File: src/rtl/lsu_pkg.sv
// Shared constants for the load/store access controller: width codes,
// FSM state encoding and byte-lane masks.
package lsu_pkg;

  localparam logic [2:0] F3_B  = 3'b000;
  localparam logic [2:0] F3_H  = 3'b001;
  localparam logic [2:0] F3_W  = 3'b010;
  localparam logic [2:0] F3_BU = 3'b100;
  localparam logic [2:0] F3_HU = 3'b101;

  localparam logic [1:0] ST_IDLE = 2'd0;
  localparam logic [1:0] ST_BUSY = 2'd1;
  localparam logic [1:0] ST_RESP = 2'd2;

  localparam logic [3:0] MASK_B0 = 4'b0001;
  localparam logic [3:0] MASK_B1 = 4'b0010;
  localparam logic [3:0] MASK_B2 = 4'b0100;
  localparam logic [3:0] MASK_B3 = 4'b1000;
  localparam logic [3:0] MASK_H0 = 4'b0011;
  localparam logic [3:0] MASK_H2 = 4'b1100;
  localparam logic [3:0] MASK_W  = 4'b1111;

endpackage

File: src/rtl/ram_w_data_align.sv
// Byte-lane placement and mask generation for a big-endian data RAM.
// Used for both the store data/mask and the load read mask.
module ram_w_data_align
  import lsu_pkg::*;
(
  input  logic        we,
  input  logic [2:0]  funct3,
  input  logic [1:0]  offset,
  input  logic [31:0] w_data,
  output logic [31:0] lane_data,
  output logic [3:0]  mask,
  output logic        illegal
);

  always_comb begin
    lane_data = '0;
    mask      = '0;
    illegal   = 1'b0;
    case (funct3)
      F3_B, F3_BU: begin
        illegal = we && (funct3 == F3_BU);
        case (offset)
          2'd0:    mask = MASK_B0;
          2'd1:    mask = MASK_B1;
          2'd2:    mask = MASK_B2;
          default: mask = MASK_B3;
        endcase
        lane_data = {24'b0, w_data[7:0]} << {offset, 3'b000};
      end
      F3_H, F3_HU: begin
        illegal = offset[0] || (we && (funct3 == F3_HU));
        // Big-endian: the high byte of the half lands in the lower-addressed lane.
        if (offset[1]) begin
          mask      = MASK_H2;
          lane_data = {w_data[7:0], w_data[15:8], 16'b0};
        end else begin
          mask      = MASK_H0;
          lane_data = {16'b0, w_data[7:0], w_data[15:8]};
        end
      end
      F3_W: begin
        illegal   = (offset != 2'b00);
        mask      = MASK_W;
        lane_data = {w_data[7:0], w_data[15:8], w_data[23:16], w_data[31:24]};
      end
      default: illegal = 1'b1;
    endcase
    if (illegal) begin
      mask      = '0;
      lane_data = '0;
    end
  end

endmodule

File: src/rtl/lsu_mem_ctrl.sv
// Load/store access controller: one req/ack RAM transaction per MEM-stage
// access, stalling the pipeline until the RESP cycle.
module lsu_mem_ctrl
  import lsu_pkg::*;
#(
  parameter int ADDR_W = 32
) (
  input  logic              clk,
  input  logic              rst,
  input  logic              lsu_valid_i,
  input  logic              lsu_we_i,
  input  logic [2:0]        lsu_funct3_i,
  input  logic [ADDR_W-1:0] lsu_addr_i,
  input  logic [31:0]       lsu_w_data_i,
  output logic              lsu_stall_o,
  output logic              lsu_done_o,
  output logic              lsu_misalign_o,
  output logic [31:0]       lsu_r_raw_o,
  output logic              ram_req_o,
  output logic              ram_we_o,
  output logic [ADDR_W-1:0] ram_addr_o,
  output logic [31:0]       ram_w_data_o,
  output logic [3:0]        ram_w_mask_o,
  input  logic              ram_ack_i,
  input  logic [31:0]       ram_r_data_i,
  output logic [3:0]        ram_r_mask_o,
  output logic              ram_r_sign_ext_o
);

  logic [1:0]  state;
  logic [31:0] lane_data;
  logic [3:0]  lane_mask;
  logic        illegal;

  ram_w_data_align u_align (
    .we        (lsu_we_i),
    .funct3    (lsu_funct3_i),
    .offset    (lsu_addr_i[1:0]),
    .w_data    (lsu_w_data_i),
    .lane_data (lane_data),
    .mask      (lane_mask),
    .illegal   (illegal)
  );

  assign lsu_stall_o = ((state == ST_IDLE) && lsu_valid_i) || (state == ST_BUSY);

  always_ff @(posedge clk or posedge rst) begin
    if (rst) begin
      state            <= ST_IDLE;
      lsu_done_o       <= 1'b0;
      lsu_misalign_o   <= 1'b0;
      lsu_r_raw_o      <= '0;
      ram_req_o        <= 1'b0;
      ram_we_o         <= 1'b0;
      ram_addr_o       <= '0;
      ram_w_data_o     <= '0;
      ram_w_mask_o     <= '0;
      ram_r_mask_o     <= '0;
      ram_r_sign_ext_o <= 1'b0;
    end else begin
      lsu_done_o     <= 1'b0;
      lsu_misalign_o <= 1'b0;
      case (state)
        ST_IDLE: begin
          if (lsu_valid_i) begin
            if (illegal) begin
              state          <= ST_RESP;
              lsu_done_o     <= 1'b1;
              lsu_misalign_o <= 1'b1;
            end else begin
              state            <= ST_BUSY;
              ram_req_o        <= 1'b1;
              ram_we_o         <= lsu_we_i;
              ram_addr_o       <= {lsu_addr_i[ADDR_W-1:2], 2'b00};
              ram_w_data_o     <= lsu_we_i ? lane_data : 32'b0;
              ram_w_mask_o     <= lsu_we_i ? lane_mask : 4'b0;
              ram_r_mask_o     <= lsu_we_i ? 4'b0 : lane_mask;
              ram_r_sign_ext_o <= !lsu_we_i &&
                                  ((lsu_funct3_i == F3_B) || (lsu_funct3_i == F3_H));
            end
          end
        end
        ST_BUSY: begin
          if (ram_ack_i) begin
            state        <= ST_RESP;
            lsu_done_o   <= 1'b1;
            ram_req_o    <= 1'b0;
            ram_we_o     <= 1'b0;
            ram_w_data_o <= '0;
            ram_w_mask_o <= '0;
            if (!ram_we_o) lsu_r_raw_o <= ram_r_data_i;
          end
        end
        ST_RESP: begin
          // Read mask/sign flag are consumed by the extender during RESP.
          state            <= ST_IDLE;
          ram_r_mask_o     <= '0;
          ram_r_sign_ext_o <= 1'b0;
        end
        default: state <= ST_IDLE;
      endcase
    end
  end

endmodule

File: config.mk
export PLATFORM = sky130hd
export DESIGN_NAME = lsu_mem_ctrl
export DESIGN_NICKNAME = d
export VERILOG_FILES = /design/src/rtl/lsu_pkg.sv /design/src/rtl/ram_w_data_align.sv /design/src/rtl/lsu_mem_ctrl.sv
export SDC_FILE = /design/constraint.sdc
export NUM_CORES = 1
export LEC_CHECK = 0
export ABC_AREA = 0
export ABC_CLOCK_PERIOD_IN_PS = 5400
export BUFFER_PORTS_ARGS = -buffer_cell sky130_fd_sc_hd__buf_2
export CORE_UTILIZATION = 25
export CTS_CLUSTER_DIAMETER = 60
export CTS_CLUSTER_SIZE = 30
export DETAILED_ROUTE_END_ITERATION = 12
export HOLD_SLACK_MARGIN = 0.03
export SLEW_MARGIN = 25
export SYNTH_ARGS = -nofsm -noshare
export SYNTH_HDL_FRONTEND = slang
export SYNTH_HIERARCHICAL = 1
export SYNTH_SLANG_ARGS = --single-unit
File: constraint.sdc
create_clock -name clk -period 5.4 [get_ports clk]
set_input_delay 1.62 -clock clk [delete_from_list [all_inputs] [get_ports clk]]
set_output_delay 1.62 -clock clk [all_outputs]
set_load 0.02 [all_outputs]
==> flow_metrics.py, run 1 <==
metrics = {
    "layout": {
        "layout.filler_cells": 2018,
        "most_frequent_cells_in_the_layout": "sky130_fd_sc_hd__buf_2, sky130_fd_sc_hd__dfrtp_1, sky130_fd_sc_hd__mux2_2",
        "layout.cells.non_filler": 906,
        "num_antenna_cells": 0,
        "layout.nets": 740,
        "mostFrequentLayoutCell": "sky130_fd_sc_hd__buf_2",
        "post_route_cells_drive_above_1_share_pct": 47.9,
        "area_growth_from_synthesis_to_layout_pct": 30.9,
    },
    "worst_setup_path": {
        "critical_path.reg2reg.startpoint": "state[1]$_DFFE_PP0P_",
        "r2r_slack_ns": 3.23,
        "critical_path_peak_fanout": 4,
        "critPathLaunchType": "input port",
        "arrival_time_at_the_worst_endpoint_ns": 2.09,
        "end_kind": "output port",
        "timing.critical_path.required_ns": 3.78,
        "rr_worst_depth": 3,
        "timing.setup.critical_path_class": "in2out",
        "critical_path.reg2reg.endpoint": "lsu_r_raw_o[11]$_DFFE_PP0P_",
    },
    "worst_hold_path": {
        "timing.hold.worst.class": "reg2reg",
        "hold-path-cell-count": 1,
        "timing.hold.worst.start": "lsu_r_raw_o[12]$_DFFE_PP0P_",
        "hold_path_end": "lsu_r_raw_o[12]$_DFFE_PP0P_",
    },
    "drt": {
        "drc_markers": 0,
        "totalWireLength_microns": 14300,
        "dr.pass1.iters": 4,
        "routed_via_density": 4.51,
        "antenna_left": 0,
        "vias": 4084,
        "detailed_route_wire_length_per_cell_microns": 15.8,
        "drtIter0Drc": 244,
    },
    "place": {
        "placedCellCount": 890,
        "detailedPlacementHpwl_microns": 10000,
        "finalWeightedCongestion": 0.752,
        "port_buffers": 211,
    },
    "sta": {
        "skew_ns": 0.0152,
        "post-route-period-util_pct": 68.8,
        "final.setup.tns_ns": 0,
        "max_freq_mhz": 269,
        "fin_crit_ns": 3.71,
        "setup_repair_after_global_routing_missed_its_margin": "false",
        "worstMarginPinSlew_ns": 0.930,
        "timing_max_transition_violations_final": 0,
        "timing.final.hold_violations": 0,
        "setup_viol_count_final": 0,
        "slew-limit-headroom_pct": 37.9,
    },
    "floorplanning": {
        "io-pin-count": 214,
        "core-area_sq_mm": 0.0195,
        "die_x_microns": 143,
        "dieArea_sq_mm": 0.0205,
        "num_rows": 51,
        "vertical_extent_of_the_die_microns": 143,
        "floorplan.initialDensity_pct": 25.6,
    },
    "clocking": {
        "ctsHtreeMaxLevel": 3,
        "ctsResizeCount": 0,
        "num_clock_sinks": 109,
        "tritoncts.num_buffers": 9,
        "tritoncts": "yes",
        "post-cts-setup-buffer-count": 0,
        "worst_skew_pair.late_latency_ns": 0.36,
        "path_clk_slew_ns": 0.06,
        "cts_hold_buf": 0,
        "clk_root_buf": "sky130_fd_sc_hd__clkbuf_16",
        "clock_path_buffers": 2,
    },
    "synth": {
        "netlist_instances": 442,
        "avg_inst_size_synth_sq_um": 11.3,
        "sequential_area_share_after_synthesis_pct": 54.8,
        "synth_area_sq_mm": 0.00498,
        "yosys_warnings": 6,
        "yosys.cell_types.count": 37,
        "postSynthRegisterBits": 109,
    },
    "power": {
        "vdd_drop_max_mv": 0.225,
        "power.density_cell_area_mw_per_mm2": 425,
        "p_leak_uw": 0.00305,
    },
    "global_route": {
        "antenna_found_initial": 0,
        "maximum_number_of_pins_on_one_net_before_global_route_repair": 82,
        "grtUsageTotal_pct": 14.2,
        "grt_first_pass_wirelength_microns": 22100,
        "first_global_vias": 3984,
        "globalRoute.totalOverflow": 0,
    },
    "run": {
        "timing.max_cap.violations": 0,
    },
    "outcome": {
        "status": "complete, no violations",
    },
}
==> sequential cells by signal, summed over array words and instances (netlist names) <==
register          flops
lsu_done_o            1
ram_w_data_o         32
lsu_r_raw_o          32
ram_w_mask_o          4
ram_we_o              1
lsu_misalign_o        1
state                 2
ram_req_o             1
ram_addr_o           30
ram_r_mask_o          4
ram_r_sign_ext_o      1
==> final cells by class <==
| cell class | count | area, sq um | area share [%] |
|---|---|---|---|
| sequential | 109 | 2730 | 41.9 |
| multi-input combinational | 259 | 1910 | 29.3 |
| timing repair buffer | 217 | 1100 | 16.9 |
| tap | 265 | 332 | 5.09 |
| clock buffer | 11 | 253 | 3.88 |
| inverter | 40 | 155 | 2.38 |
| clock inverter | 5 | 41.3 | 0.634 |
==> critical path, stage by stage <==
cell and delay, ns:
sky130_fd_sc_hd__buf_2 0.14, sky130_fd_sc_hd__nor2_1 0.05, sky130_fd_sc_hd__nor2_1 0.10, sky130_fd_sc_hd__buf_2 0.19
==> per-stage QoR <==
step / area, sq um / setup WS [ns] / hold slack (ns) / utilization [%] / total power [uW]
after floorplan: 4980 / 0.906 / 0.608 / - / 1780
after global placement: 6220 / 1.52 / 0.465 / 32.0 / 2120
after detailed placement: 6220 / 1.46 / 0.470 / 32.0 / 2130
after CTS: 6510 / 1.67 / 0.486 / 33.5 / 2820
after global routing: 6520 / 1.62 / 0.501 / 33.5 / 2930
final: 6520 / 1.69 / 0.481 / 33.5 / 2770
==> cells in the mapped netlist (all sizes together) <==
master  instances  area share, %
dfrtp         109             55
mux2           67             15
o21ai          45            4.5
inv            40            3.0
nand4          36            4.5
buf            27            3.5
nand2          21            1.6
a21oi          20            2.1
nor2           17            1.3
a32oi          16            2.8
a21boi          8            1.2
clkbuf          8           0.60
nor3b           5           0.85
nand2b          3           0.38
nand3           3           0.30
nor3            3           0.30
nor4            3           0.80
nor4b           2           0.95
a22oi           1           0.15
and3b           1           0.18
conb            1          0.075
nand3b          1           0.15
nor2b           1           0.13
o21a            1           0.15
o21bai          1           0.15
or2             1           0.13
xor2            1           0.18
==> worst max path at each step <==
stage / startpoint / cells past startpoint / slack, ns / to
after floorplan: rst / 1 / 0.91 / lsu_done_o$_DFF_PP0_
after global placement: lsu_we_i / 6 / 1.52 / ram_addr_o[21]$_DFFE_PP0P_
after detailed placement: lsu_we_i / 6 / 1.46 / ram_addr_o[14]$_DFFE_PP0P_
after CTS: lsu_valid_i / 4 / 1.67 / lsu_stall_o
after global routing: lsu_valid_i / 4 / 1.62 / lsu_stall_o
final: lsu_valid_i / 4 / 1.69 / lsu_stall_o
==> logic make-up (layout without fill, tap and decap cells) <==
kind of cell | after synthesis | in the layout | synth area share [%]
other | 1 | 2 | 0.0753
AO/OA/AOI/OAI | 92 | 92 | 11.1
XOR/XNOR | 1 | 1 | 0.176
flip-flops | 109 | 109 | 54.8
buffers and inverters | 75 | 273 | 7.14
AND/OR/NAND/NOR | 97 | 97 | 11.6
multiplexers | 67 | 67 | 15.2
==> power breakdown <==
group / switching [uW] / total, uW / internal (uW)
Combinational: 570 / 943 / 374
Clock: 324 / 667 / 343
Sequential: 112 / 1160 / 1050
==> metal layers <==
metal	vias to the layer above	global-route usage (%)	share of wire, %
li1	1951	-	-
met1	1943	18.3	43
met2	180	22.4	47
met3	10	4.86	9.0
met4	0	4.02	1.0
met5	-	0	0
No activity file was read; power rests on OpenSTA's default activity.
==> run 2, diff against run 1 <==
--- a/config.mk
+++ b/config.mk
@@ -6,7 +6,7 @@
 export NUM_CORES = 1
 export LEC_CHECK = 0
 export ABC_AREA = 0
-export ABC_CLOCK_PERIOD_IN_PS = 5400
+export ABC_CLOCK_PERIOD_IN_PS = 3700
 export BUFFER_PORTS_ARGS = -buffer_cell sky130_fd_sc_hd__buf_2
 export CORE_UTILIZATION = 25
 export CTS_CLUSTER_DIAMETER = 60
==> constraint.sdc (replaced) <==
create_clock -name clk -period 3.7 [get_ports clk]
set_input_delay 1.11 -clock clk [delete_from_list [all_inputs] [get_ports clk]]
set_output_delay 1.11 -clock clk [all_outputs]
set_load 0.02 [all_outputs]
==> run 2 against run 1 <==
  * Global-route usage up 0.063 points
  * Clock skew down 0.0069 ns
  * Total power up 48%
  * Clock power up 53%
  * Combinational power up 47%
  * Core utilization up 0.33 points
  * Sequential power up 46%
  * Sequential cell count unchanged
  * Worst hold slack better by 0.0043 ns
  * Critical path type unchanged
  * Critical endpoint unchanged
  * Largest cell class unchanged
==> flow_metrics.py, run 2 (synthesis results as in run 1) <==
metrics = {
    "outcome": {
        "status": "complete, no violations",
    },
    "global_route": {
        "first_global_vias": 3955,
        "grtUsageTotal_pct": 14.3,
        "grt_first_pass_wirelength_microns": 22000,
        "globalRoute.totalOverflow": 0,
        "antenna_found_initial": 1,
        "maximum_number_of_pins_on_one_net_before_global_route_repair": 52,
    },
    "sta": {
        "skew_ns": 0.00827,
        "post-route-period-util_pct": 72.2,
        "fin_crit_ns": 2.67,
        "final.setup.tns_ns": 0,
        "slew-limit-headroom_pct": 40.0,
        "setup_repair_after_global_routing_missed_its_margin": "false",
        "timing_max_transition_violations_final": 0,
        "max_freq_mhz": 374,
        "worstMarginPinSlew_ns": 0.897,
        "setup_viol_count_final": 0,
        "timing.final.hold_violations": 0,
    },
    "floorplanning": {
        "die_x_microns": 143,
        "num_rows": 51,
        "core-area_sq_mm": 0.0195,
        "io-pin-count": 214,
        "dieArea_sq_mm": 0.0205,
        "floorplan.initialDensity_pct": 25.6,
        "vertical_extent_of_the_die_microns": 143,
    },
    "power": {
        "power.density_cell_area_mw_per_mm2": 623,
        "p_leak_uw": 0.00309,
        "p_sw_uw": 1470,
        "power_switching_share_pct": 35.9,
        "combinationalPowerShare_pct": 33.9,
        "seq_power_share_pct": 41.3,
        "pwr-share-clk_pct": 24.8,
        "vdd_drop_max_mv": 0.287,
        "cell_internal_pwr_uw": 2630,
    },
    "worst_setup_path": {
        "critical_path.reg2reg.startpoint": "state[1]$_DFFE_PP0P_",
        "r2r_slack_ns": 1.82,
        "critPathLaunchType": "input port",
        "critical_path.reg2reg.endpoint": "lsu_r_raw_o[26]$_DFFE_PP0P_",
        "arrival_time_at_the_worst_endpoint_ns": 1.56,
        "end_kind": "output port",
        "timing.critical_path.required_ns": 2.59,
        "critical_path_peak_fanout": 4,
        "timing.setup.critical_path_class": "in2out",
        "rr_worst_depth": 4,
    },
    "layout": {
        "mostFrequentLayoutCell": "sky130_fd_sc_hd__buf_2",
        "finalCoreUtilization_pct": 33.8,
        "area_growth_from_synthesis_to_layout_pct": 32.2,
        "post_route_cells_drive_above_1_share_pct": 48.2,
        "most_frequent_cells_in_the_layout": "sky130_fd_sc_hd__buf_2, sky130_fd_sc_hd__dfrtp_1, sky130_fd_sc_hd__mux2_2",
        "layout_top_registers": "lsu_r_raw_o x32, ram_w_data_o x32, ram_addr_o x30",
        "multi_input_area_sq_mm": 0.00190,
        "layout.nets": 746,
        "layout.filler_cells": 1993,
        "ff_latch_area_sq_mm": 0.00273,
        "num_antenna_cells": 0,
    },
    "place": {
        "finalWeightedCongestion": 0.806,
        "port_buffers": 211,
        "detailedPlacementHpwl_microns": 10300,
    },
    "drt": {
        "antenna_left": 0,
        "drc_markers": 0,
        "drtIter0Drc": 247,
        "detailed_route_wire_length_per_cell_microns": 15.9,
        "dr.pass1.iters": 5,
        "totalWireLength_microns": 14500,
        "routed_via_density": 4.58,
        "vias": 4178,
    },
    "clocking": {
        "clock_path_buffers": 2,
        "worst_skew_pair.late_latency_ns": 0.35,
        "clk_root_buf": "sky130_fd_sc_hd__clkbuf_16",
        "ctsHtreeMaxLevel": 3,
        "tritoncts.num_buffers": 9,
        "num_clock_sinks": 109,
        "ctsResizeCount": 0,
        "cts_hold_buf": 0,
        "tritoncts": "yes",
        "path_clk_slew_ns": 0.08,
        "post-cts-setup-buffer-count": 0,
    },
    "worst_hold_path": {
        "hold_path_end": "lsu_r_raw_o[14]$_DFFE_PP0P_",
        "hold-path-cell-count": 1,
        "timing.hold.worst.class": "reg2reg",
        "timing.hold.worst.start": "lsu_r_raw_o[14]$_DFFE_PP0P_",
    },
    "run": {
        "timing.max_cap.violations": 0,
    },
}
## run 2: worst max path at each step
stage,from,depth (start not counted),endpoint,slack (ns)
after CTS,lsu_valid_i,4,lsu_stall_o,1.03
after global routing,lsu_addr_i[0],8,ram_w_mask_o[2]$_DFFE_PP0P_,0.93
final,lsu_valid_i,4,lsu_stall_o,1.03
after floorplan,lsu_addr_i[0],7,ram_addr_o[11]$_DFFE_PP0P_,0.77
after detailed placement,lsu_addr_i[0],8,ram_w_data_o[29]$_DFFE_PP0P_,0.69
after global placement,lsu_addr_i[0],8,ram_w_data_o[31]$_DFFE_PP0P_,0.75
## run 2: final cells by class
cell class	instances	area share, %
inverters	40	2.34
clock buffers	10	3.63
flip-flops and latches	109	41.4
multi-input cells	259	28.9
repair buffers	223	17.6
clock inverters	6	1.08
well taps	265	5.04
## run 2: routing by layer
| layer | up-vias | GRT usage (%) | part of all wire, % |
|---|---|---|---|
| li1 | 1967 | - | - |
| met1 | 2030 | 18.2 | 43 |
| met2 | 160 | 22.8 | 48 |
| met3 | 21 | 4.56 | 7.0 |
| met4 | 0 | 4.53 | 1.2 |
| met5 | - | 0 | 0 |
## run 2: power groups by stage
stage,registers [uW],clock network [uW],logic (uW)
floorplan,2140,0,455
global placement,1700,0,1390
detailed placement,1710,0,1410
CTS,1700,1070,1410
global route,1740,1110,1490
finish,1690,1020,1390
## run 2: worst max-delay path: stages
cell and delay, ns:
sky130_fd_sc_hd__buf_2 0.13, sky130_fd_sc_hd__nor2_1 0.05, sky130_fd_sc_hd__nor2_1 0.09, sky130_fd_sc_hd__buf_2 0.19
## run 2: stage by stage
| step | hold WS [ns] | std cells | setup WS [ns] | power [uW] | instance area (sq um) |
|---|---|---|---|---|---|
| 3_3_place_gp | 0.464 | 896 | 0.751 | 3100 | 6270 |
| 6_report | 0.485 | 912 | 1.03 | 4100 | 6580 |
| 3_5_place_dp | 0.475 | 896 | 0.687 | 3130 | 6270 |
| 5_1_grt | 0.517 | 912 | 0.933 | 4340 | 6580 |
| 2_1_floorplan | 0.608 | 443 | 0.767 | 2590 | 4990 |
| 4_1_cts | 0.495 | 912 | 1.03 | 4180 | 6580 |
==> run 3, diff against run 2 <==
--- a/config.mk
+++ b/config.mk
@@ -6,7 +6,7 @@
 export NUM_CORES = 1
 export LEC_CHECK = 0
 export ABC_AREA = 0
-export ABC_CLOCK_PERIOD_IN_PS = 3700
+export ABC_CLOCK_PERIOD_IN_PS = 2200
 export BUFFER_PORTS_ARGS = -buffer_cell sky130_fd_sc_hd__buf_2
 export CORE_UTILIZATION = 25
 export CTS_CLUSTER_DIAMETER = 60
==> constraint.sdc (replaced) <==
create_clock -name clk -period 2.2 [get_ports clk]
set_input_delay 0.66 -clock clk [delete_from_list [all_inputs] [get_ports clk]]
set_output_delay 0.66 -clock clk [all_outputs]
set_load 0.02 [all_outputs]
==> run 3 against run 2 <==
  * Count of clock-buffer cells in the layout is the same
  * Sequential power rose by 69%
  * Routed wire length is 0.68% lower
  * Clock skew increased by 0.0035 ns
  * Total power rose by 71%
  * Register-to-register slack lost 1.3 ns
  * Setup slack worse by 0.82 ns
  * Sequential cell count stayed put
  * Non-clock buffer count is 23 higher
  * Final area is 5.3% higher
  * Combinational power increased by 77%
  * Critical path type is now in2reg
  * Critical endpoint is now ram_w_data_o[31]$_DFFE_PP0P_
  * Largest power group unchanged
  * Highest routed layer unchanged
==> flow_metrics.py, run 3 (synthesis results as in run 1) <==
metrics = {
    "outcome": {
        "status": "complete, no violations",
    },
    "clocking": {
        "ctsResizeCount": 0,
        "clock_path_buffers": 2,
        "path_clk_slew_ns": 0.07,
        "ctsHtreeMaxLevel": 3,
        "post-cts-setup-buffer-count": 0,
        "tritoncts": "yes",
        "cts_hold_buf": 0,
        "num_clock_sinks": 109,
        "clk_root_buf": "sky130_fd_sc_hd__clkbuf_16",
        "tritoncts.num_buffers": 9,
        "worst_skew_pair.late_latency_ns": 0.36,
    },
    "global_route": {
        "gr-max-usage-layer": "met2",
        "grtUsageTotal_pct": 14.2,
        "first_global_vias": 4090,
        "globalRoute.totalOverflow": 0,
        "antenna_found_initial": 0,
        "grt_use_met2_pct": 22.2,
        "maximum_number_of_pins_on_one_net_before_global_route_repair": 44,
        "grtUsageMet1_pct": 18.5,
        "grt_first_pass_wirelength_microns": 22200,
        "grt_util_met3_pct": 4.39,
    },
    "floorplanning": {
        "vertical_extent_of_the_die_microns": 143,
        "core-area_sq_mm": 0.0195,
        "dieArea_sq_mm": 0.0205,
        "io-pin-count": 214,
        "num_rows": 51,
        "floorplan.initialDensity_pct": 25.6,
        "die_x_microns": 143,
    },
    "layout": {
        "layout.cells.non_filler": 935,
        "layout.cell_area.non_filler_sq_mm": 0.00693,
        "layout.nets": 769,
        "layout.filler_cells": 1972,
        "post_route_cells_drive_above_1_share_pct": 50.1,
        "multi_input_area_sq_mm": 0.00195,
        "num_antenna_cells": 0,
        "layout_top_registers": "lsu_r_raw_o x32, ram_w_data_o x32, ram_addr_o x30",
        "most_frequent_cells_in_the_layout": "sky130_fd_sc_hd__buf_2, sky130_fd_sc_hd__dfrtp_1, sky130_fd_sc_hd__mux2_2",
        "ff_latch_area_sq_mm": 0.00273,
        "area_growth_from_synthesis_to_layout_pct": 39.2,
        "mostFrequentLayoutCell": "sky130_fd_sc_hd__buf_2",
    },
    "power": {
        "p_leak_uw": 0.00328,
        "power.density_cell_area_mw_per_mm2": 1010,
        "pwr-share-clk_pct": 24.4,
        "vdd_drop_max_mv": 0.445,
        "seq_power_share_pct": 40.6,
        "combinationalPowerShare_pct": 35.0,
        "cell_internal_pwr_uw": 4530,
        "power_switching_share_pct": 35.6,
        "p_sw_uw": 2500,
        "finalPower_uw": 7030,
    },
    "sta": {
        "setup_slack_of_the_critical_path_after_layout_ns": 0.212,
        "timing_max_transition_violations_final": 0,
        "setup_viol_count_final": 0,
        "timing.final.hold_violations": 0,
        "max_freq_mhz": 503,
        "skew_ns": 0.0118,
        "slew-limit-headroom_pct": 57.9,
        "worstMarginPinSlew_ns": 0.630,
        "final.setup.tns_ns": 0,
        "post-route-period-util_pct": 90.3,
        "setup_repair_after_global_routing_missed_its_margin": "false",
        "fin_crit_ns": 1.99,
    },
    "worst_setup_path": {
        "cp_startpoint": "lsu_addr_i[0]",
        "critical_path_peak_fanout": 33,
        "critical_path.reg2reg.startpoint": "state[0]$_DFFE_PP0P_",
        "critPathLaunchType": "input port",
        "critical_path.reg2reg.endpoint": "ram_w_data_o[31]$_DFFE_PP0P_",
        "timing.critical_path.required_ns": 2.43,
        "r2r_slack_ns": 0.52,
        "end_kind": "flop",
        "rr_worst_depth": 5,
        "arrival_time_at_the_worst_endpoint_ns": 2.21,
        "timing.setup.critical_path_class": "in2reg",
    },
    "drt": {
        "vias": 4202,
        "totalWireLength_microns": 14400,
        "dr.pass1.iters": 4,
        "drc_markers": 0,
        "drtIter0Drc": 274,
        "detailed_route_wire_length_per_cell_microns": 15.4,
        "routed_via_density": 4.49,
        "antenna_left": 0,
    },
    "run": {
        "timing.max_cap.violations": 0,
    },
    "place": {
        "placedCellCount": 919,
        "detailedPlacementHpwl_microns": 10600,
        "port_buffers": 211,
        "postPlaceCellArea_sq_mm": 0.00662,
        "finalWeightedCongestion": 0.816,
        "place_ws_ns": -0.166,
    },
    "worst_hold_path": {
        "timing.hold.worst.class": "in2async",
    },
}
-- run 3: metrics by stage --
| step | util (%) | hold slack (ns) |
|---|---|---|
| 2_1_floorplan | - | 0.607 |
| 3_3_place_gp | 34.0 | 0.465 |
| 3_5_place_dp | 34.0 | 0.471 |
| 4_1_cts | 35.6 | 0.387 |
| 5_1_grt | 35.6 | 0.414 |
| 6_report | 35.6 | 0.386 |
-- run 3: metal layers --
metal / routed length, microns / vias to the layer above
met3: 1060 / 16
li1: - / 2006
met5: 0 / -
met1: 6290 / 2030
met4: 209 / 0
met2: 6850 / 150
-- run 3: worst max path at each step --
stage | end | depth (start not counted) | slack, ns
6_report | ram_w_data_o[31]$_DFFE_PP0P_ | 8 | 0.21
2_1_floorplan | ram_addr_o[21]$_DFFE_PP0P_ | 7 | -0.19
4_1_cts | ram_w_data_o[31]$_DFFE_PP0P_ | 8 | 0.21
3_5_place_dp | ram_w_data_o[31]$_DFFE_PP0P_ | 8 | -0.17
5_1_grt | ram_w_data_o[31]$_DFFE_PP0P_ | 8 | 0.08
3_3_place_gp | ram_w_data_o[31]$_DFFE_PP0P_ | 8 | -0.13
-- run 3: power by group through the flow --
stage / Sequential [uW] / Combinational (uW) / Clock, uW
after floorplan: 3600 / 829 / 0
after global placement: 2870 / 2470 / 0
after detailed placement: 2890 / 2500 / 0
after CTS: 2860 / 2500 / 1790
after global routing: 2940 / 2640 / 1860
final: 2850 / 2460 / 1720
-- run 3: layout make-up --
cell class	count	share of cell area [%]
clock buffers	10	3.45
inverters	40	2.22
multi-input cells	259	28.2
repair buffers	246	21.0
clock inverters	6	0.993
well taps	265	4.78
flip-flops and latches	109	39.4
-- run 3: worst max-delay path, stage by stage --
cell and delay [ns]:
sky130_fd_sc_hd__buf_2 0.12, sky130_fd_sc_hd__nor4_4 0.30, sky130_fd_sc_hd__a21oi_2 0.09, sky130_fd_sc_hd__nor4b_4 0.34, sky130_fd_sc_hd__buf_12 0.19, sky130_fd_sc_hd__nand2b_1 0.18, sky130_fd_sc_hd__buf_12 0.21, sky130_fd_sc_hd__o21ai_0 0.10
